--- config.mk ---
export PLATFORM = sky130hd
export DESIGN_NAME = res_station_bank
export DESIGN_NICKNAME = d
export VERILOG_FILES = /design/src/rtl/res_station_bank.sv
export SDC_FILE = /design/constraint.sdc
export NUM_CORES = 1
export LEC_CHECK = 0
export CORE_AREA = 2 2 101 103
export CTS_BUF_LIST = sky130_fd_sc_hd__clkbuf_2
export DETAILED_ROUTE_END_ITERATION = 7
export DIE_AREA = 0 0 103 105
export PLACE_DENSITY = 0.82
export REMOVE_ABC_BUFFERS = 1
export SLEW_MARGIN = 20
export SYNTH_ARGS = -nofsm -noshare
export SYNTH_HDL_FRONTEND = slang
export SYNTH_SLANG_ARGS = --single-unit
--- constraint.sdc ---
create_clock -name Clock -period 4 [get_ports Clock]
set_input_delay 1 -clock Clock [delete_from_list [all_inputs] [get_ports Clock]]
set_output_delay 1 -clock Clock [all_outputs]
set_load 0.02 [all_outputs]
--- src/rtl/res_station_bank.sv ---
// Multi-entry Tomasulo reservation station: issue, CDB snoop, fixed-priority FU dispatch.
// Optional macro RS_CDB_BYPASS_EN: capture a same-cycle CDB broadcast at issue time.
module res_station_bank #(
    parameter int DATA_W    = 16,
    parameter int TAG_W     = 3,
    parameter int OP_W      = 3,
    parameter int N_ENTRIES = 2,
    parameter int BASE_TAG  = 1
) (
    input  logic                 Clock,
    input  logic                 Reset,
    input  logic                 Issue_valid,
    output logic                 Issue_ready,
    output logic [TAG_W-1:0]     Issue_tag,
    input  logic [OP_W-1:0]      Issue_op,
    input  logic [DATA_W-1:0]    Issue_Vj,
    input  logic [DATA_W-1:0]    Issue_Vk,
    input  logic [TAG_W-1:0]     Issue_Qj,
    input  logic [TAG_W-1:0]     Issue_Qk,
    input  logic                 Cdb_valid,
    input  logic [TAG_W-1:0]     Cdb_tag,
    input  logic [DATA_W-1:0]    Cdb_data,
    output logic                 Fu_valid,
    input  logic                 Fu_ready,
    output logic [OP_W-1:0]      Fu_op,
    output logic [DATA_W-1:0]    Fu_A,
    output logic [DATA_W-1:0]    Fu_B,
    output logic [TAG_W-1:0]     Fu_tag,
    output logic [N_ENTRIES-1:0] Busy
);

    localparam int IDX_W = (N_ENTRIES > 1) ? $clog2(N_ENTRIES) : 1;

    typedef enum logic [1:0] {
        ST_FREE,
        ST_WAIT,
        ST_READY,
        ST_EXEC
    } state_t;

    state_t            state [N_ENTRIES];
    logic [OP_W-1:0]   op_q  [N_ENTRIES];
    logic [DATA_W-1:0] vj_q  [N_ENTRIES];
    logic [DATA_W-1:0] vk_q  [N_ENTRIES];
    logic [TAG_W-1:0]  qj_q  [N_ENTRIES];
    logic [TAG_W-1:0]  qk_q  [N_ENTRIES];

    logic              issue_any;
    logic [IDX_W-1:0]  issue_idx;
    logic              issue_fire;
    logic              fu_any;
    logic [IDX_W-1:0]  fu_idx;
    logic              fu_fire;
    logic [DATA_W-1:0] iss_vj;
    logic [DATA_W-1:0] iss_vk;
    logic [TAG_W-1:0]  iss_qj;
    logic [TAG_W-1:0]  iss_qk;

    // Tag 0 means "value present", so a zero tag on either side never matches.
    function automatic logic cdb_hit(input logic vld, input logic [TAG_W-1:0] ctag,
                                     input logic [TAG_W-1:0] q);
        return vld && (ctag != '0) && (ctag == q);
    endfunction

    function automatic logic [TAG_W-1:0] entry_tag(input int idx);
        return TAG_W'(BASE_TAG + idx);
    endfunction

    always_comb begin
        issue_any = 1'b0;
        issue_idx = '0;
        fu_any    = 1'b0;
        fu_idx    = '0;
        // Scan downward so the lowest matching index wins.
        for (int i = N_ENTRIES - 1; i >= 0; i--) begin
            if (state[i] == ST_FREE) begin
                issue_any = 1'b1;
                issue_idx = IDX_W'(i);
            end
            if (state[i] == ST_READY) begin
                fu_any = 1'b1;
                fu_idx = IDX_W'(i);
            end
        end
    end

    always_comb begin
        for (int i = 0; i < N_ENTRIES; i++) begin
            Busy[i] = (state[i] != ST_FREE);
        end
    end

    assign issue_fire  = Issue_valid && issue_any;
    assign fu_fire     = fu_any && Fu_ready;
    assign Issue_ready = issue_any;
    assign Issue_tag   = issue_any ? entry_tag(int'(issue_idx)) : '0;

    assign Fu_valid = fu_any;
    assign Fu_op    = fu_any ? op_q[fu_idx] : '0;
    assign Fu_A     = fu_any ? vj_q[fu_idx] : '0;
    assign Fu_B     = fu_any ? vk_q[fu_idx] : '0;
    assign Fu_tag   = fu_any ? entry_tag(int'(fu_idx)) : '0;

`ifdef RS_CDB_BYPASS_EN
    always_comb begin
        iss_vj = Issue_Vj;
        iss_qj = Issue_Qj;
        iss_vk = Issue_Vk;
        iss_qk = Issue_Qk;
        if (cdb_hit(Cdb_valid, Cdb_tag, Issue_Qj)) begin
            iss_vj = Cdb_data;
            iss_qj = '0;
        end
        if (cdb_hit(Cdb_valid, Cdb_tag, Issue_Qk)) begin
            iss_vk = Cdb_data;
            iss_qk = '0;
        end
    end
`else
    assign iss_vj = Issue_Vj;
    assign iss_vk = Issue_Vk;
    assign iss_qj = Issue_Qj;
    assign iss_qk = Issue_Qk;
`endif

    always_ff @(posedge Clock or posedge Reset) begin
        if (Reset) begin
            for (int i = 0; i < N_ENTRIES; i++) begin
                state[i] <= ST_FREE;
                op_q[i]  <= '0;
                vj_q[i]  <= '0;
                vk_q[i]  <= '0;
                qj_q[i]  <= '0;
                qk_q[i]  <= '0;
            end
        end else begin
            for (int i = 0; i < N_ENTRIES; i++) begin
                case (state[i])
                    ST_FREE: begin
                        if (issue_fire && (issue_idx == IDX_W'(i))) begin
                            op_q[i]  <= Issue_op;
                            vj_q[i]  <= iss_vj;
                            vk_q[i]  <= iss_vk;
                            qj_q[i]  <= iss_qj;
                            qk_q[i]  <= iss_qk;
                            state[i] <= ((iss_qj == '0) && (iss_qk == '0)) ? ST_READY : ST_WAIT;
                        end
                    end
                    ST_WAIT: begin
                        if (cdb_hit(Cdb_valid, Cdb_tag, qj_q[i])) begin
                            vj_q[i] <= Cdb_data;
                            qj_q[i] <= '0;
                        end
                        if (cdb_hit(Cdb_valid, Cdb_tag, qk_q[i])) begin
                            vk_q[i] <= Cdb_data;
                            qk_q[i] <= '0;
                        end
                        if (((qj_q[i] == '0) || cdb_hit(Cdb_valid, Cdb_tag, qj_q[i])) &&
                            ((qk_q[i] == '0) || cdb_hit(Cdb_valid, Cdb_tag, qk_q[i]))) begin
                            state[i] <= ST_READY;
                        end
                    end
                    ST_READY: begin
                        if (fu_fire && (fu_idx == IDX_W'(i))) begin
                            state[i] <= ST_EXEC;
                        end
                    end
                    ST_EXEC: begin
                        // Held until the FU broadcasts this entry's own result.
                        if (cdb_hit(Cdb_valid, Cdb_tag, entry_tag(i))) begin
                            state[i] <= ST_FREE;
                        end
                    end
                    default: state[i] <= ST_FREE;
                endcase
            end
        end
    end

endmodule

==> results.cfg <==
[timing]
hold_viol = 0
rsz0062_at_grt = false
tightest_slew_ns = 0.9927
finalSetupTns_ns = 0
relSlewSlack = 0.3350
fin_skew_ns = 0.04250
final-setup-viol-count = 0
max_freq_mhz = 263.6
min_period_ns = 3.793
fin_worst_hold_slack_ns = 0.5386
period_share = 0.9483
slew_viol_final = 0
setup_ws_ns = 0.2070

[route]
drt_wl_total_um = 12280
drcViolationCount = 0
drt_iter0_drc = 194
avgViaCountPerCell = 5.518
via_count = 3923
ant_nets = 0
drt_pass1_iterations = 5
wl_per_cell_um = 17.27

[clock_network]
cts_buffer_depth = 2
clkSinkCount = 86
clk_pin_slew_ns = 0.23
clock_latency_ns = 0.57
cts_buffers = 9
cts_post_setup_buffers_inserted = 0
hold_buffers = 0
cts_tree = built
cts-root-buf = clkbuf_2
cts_htree_levels = 3

[power_and_ir_drop]
p_per_area_nw_per_um2 = 878.1
p_leak_nw = 2.790
ir_worst_vdd_mv = 0.4592
power_mw = 5.524

[yosys]
synthFlopType = dfrtp_1
ys_seq_area_frac = 0.4278
synth_area_per_cell_um2 = 10.44
synth_edf_count = 0
synth_compound_area_frac = 0.1728
async_flop_share = 1.000
synth_area_um2 = 5031
synth_mux_area_frac = 0.2079
synth-xor-area-share = 0.02089
yosys_warnings = 0
ys_ff_latch = 86
ys_types = 32
synth_simple_gate_area_share = 0.08456
synth_top_family_by_area = multiplexers
synthAdderAreaFrac = 0.01990
syn_inst = 482

[global_routing]
antenna_found_initial = 0
grt_pass1_wl_um = 19670
grt_max_degree = 87
grt_usage = 0.2322
grt_pass1_vias = 4017
grt-ovfl-total = 0

[setup_path]
setup.worst_path.start_class = flop
required_ns = 3.00
cp-end-kind = primary output
path_max_fanout = 43
worstSetupPathType = reg2out
crit_arrival_ns = 2.79

[placement]
place_worst_setup_slack_ns = 0.5997
portBuffers = 107
dp_hpwl_um = 8454
gp_congestion = 0.8081
place_inst = 695

[cells_and_area]
fin_cells = 711
drive_gt1_frac = 0.1903
area_delta_synth_final_pct = 25.04
insertedDiodeCount = 0
fin_nets = 646
fillCellCount = 772

[min_path]
hold_path_class = reg2reg

[run]
drv_cap = 0

[die]
pin_count = 110
die_width_um = 103
die_area_um2 = 10820
core_area_um2 = 9639
initial_core_util = 0.5219
fp-row-count = 36
dieHeight_um = 105

[status]
status = complete, no violations
cells in the mapped netlist, types with 3 or more instances:
cell	n	area, µm²
o41ai_4	4	110.1
o211ai_4	4	85.08
ha_1	8	100.1
xor2_1	12	105.1
nor3_1	5	25.02
mux2_1	5	56.30
o21ai_0	84	420.4
mux2_4	34	510.5
mux2_2	39	439.2
buf_4	5	37.54
nand2_1	76	285.3
dfrtp_1	86	2152
a22o_1	21	183.9
buf_6	4	45.04
nor2b_1	8	50.05
clkbuf_1	20	75.07
nand2b_1	3	18.77
nor2_1	3	11.26
inv_1	41	153.9
mux2i_1	4	40.04
where the power goes:
group | switching (mW) | internal [mW]
Clock | 0.327 | 0.152
Sequential | 0.276 | 1.32
Combinational | 1.71 | 1.75
through the flow:
step | utilization | area [µm²]
floorplan | - | 4860
global placement | 0.6389 | 6158
detailed placement | 0.6389 | 6158
CTS | 0.6523 | 6287
global route | 0.6526 | 6291
finish | 0.6526 | 6291
cell type report:
cell class	count	area, µm²	area share
inverters	41	155.1	0.02466
well taps	133	166.4	0.02645
flip-flops and latches	86	2152	0.3421
repair buffers	112	1125	0.1788
multi-input cells	323	2569	0.4083
clock inverters	7	78.83	0.01253
clock buffers	9	45.04	0.007160
flip-flops by register name (all words and copies together), names as in the netlist:
name   count
vk_q      32
vj_q      32
state      4
qk_q       6
op_q       6
qj_q       6
layer usage:
| layer | share of wire | GRT usage | up-vias |
|---|---|---|---|
| li1 | - | - | 1831 |
| met1 | 0.45 | 0.3224 | 1935 |
| met2 | 0.48 | 0.3618 | 134 |
| met3 | 0.057 | 0.04482 | 23 |
| met4 | 0.019 | 0.08083 | 0 |
| met5 | 0 | 0 | - |
cells by family (layout without fill, tap and decap cells):
| group | count (synthesis) | after routing |
|---|---|---|
| adder cells (fa/ha/maj) | 8 | 8 |
| AND/OR/NAND/NOR | 99 | 99 |
| multiplexers | 82 | 82 |
| other | 1 | 2 |
| XOR/XNOR | 12 | 12 |
| AO/OA/AOI/OAI | 120 | 120 |
| flip-flops | 86 | 86 |
| buffers and inverters | 74 | 169 |
cell usage in the layout (no fill, tap or decap), drive strengths merged:
| master | netlist | layout |
|---|---|---|
| o31ai | 1 | 1 |
| o41ai | 4 | 4 |
| nor2 | 3 | 3 |
| clkdlybuf4s50 | 0 | 107 |
| bufinv | 0 | 1 |
| o211ai | 4 | 4 |
| a22o | 21 | 21 |
| nor3 | 5 | 5 |
| clkinv | 0 | 2 |
| mux2 | 78 | 78 |
| inv | 41 | 43 |
| o221a | 1 | 1 |
| o221ai | 2 | 2 |
| nand4bb | 1 | 1 |
| or4 | 1 | 1 |
| clkbuf | 20 | 9 |
| nor2b | 8 | 8 |
| conb | 1 | 2 |
| a222oi | 1 | 1 |
| nand2b | 3 | 3 |
| o21ai | 84 | 84 |
| xor2 | 12 | 12 |
| dfrtp | 86 | 86 |
| or2 | 1 | 1 |
| a21oi | 2 | 2 |
| mux2i | 4 | 4 |
| nor4bb | 1 | 1 |
| nand2 | 76 | 76 |
| clkinvlp | 0 | 2 |
| ha | 8 | 8 |
| buf | 13 | 5 |
final timing paths:
| check | start | to | slack (ns) | cells past startpoint |
|---|---|---|---|---|
| min | vk_q[27] | vk_q[27] | 0.54 | 1 |
| min in group asynchronous | Reset | vj_q[19] | 0.82 | 3 |
| max | state[2] | Fu_B[5] | 0.21 | 6 |
| max in group asynchronous | Reset | vk_q[26] | 2.84 | 3 |
| max reg2reg | state[2] | vj_q[9] | 1.62 | 6 |
| min reg2reg | vk_q[27] | vk_q[27] | 0.54 | 1 |
worst max-delay path, stage by stage (launching register included):
cell and delay (ns):
dfrtp_1 0.47, inv_1 0.10, ha_2 0.42, buf_6 0.34, nand2_1 0.10, o21ai_0 0.13
clkdlybuf4s50_1 0.67
repair_timing:
action / CTS / global route
endpoints found under the setup margin: 15 / 19
gates cloned: 0 / 0
gates resized for setup: 1 / 1
Power figures use the tool's default switching activity.
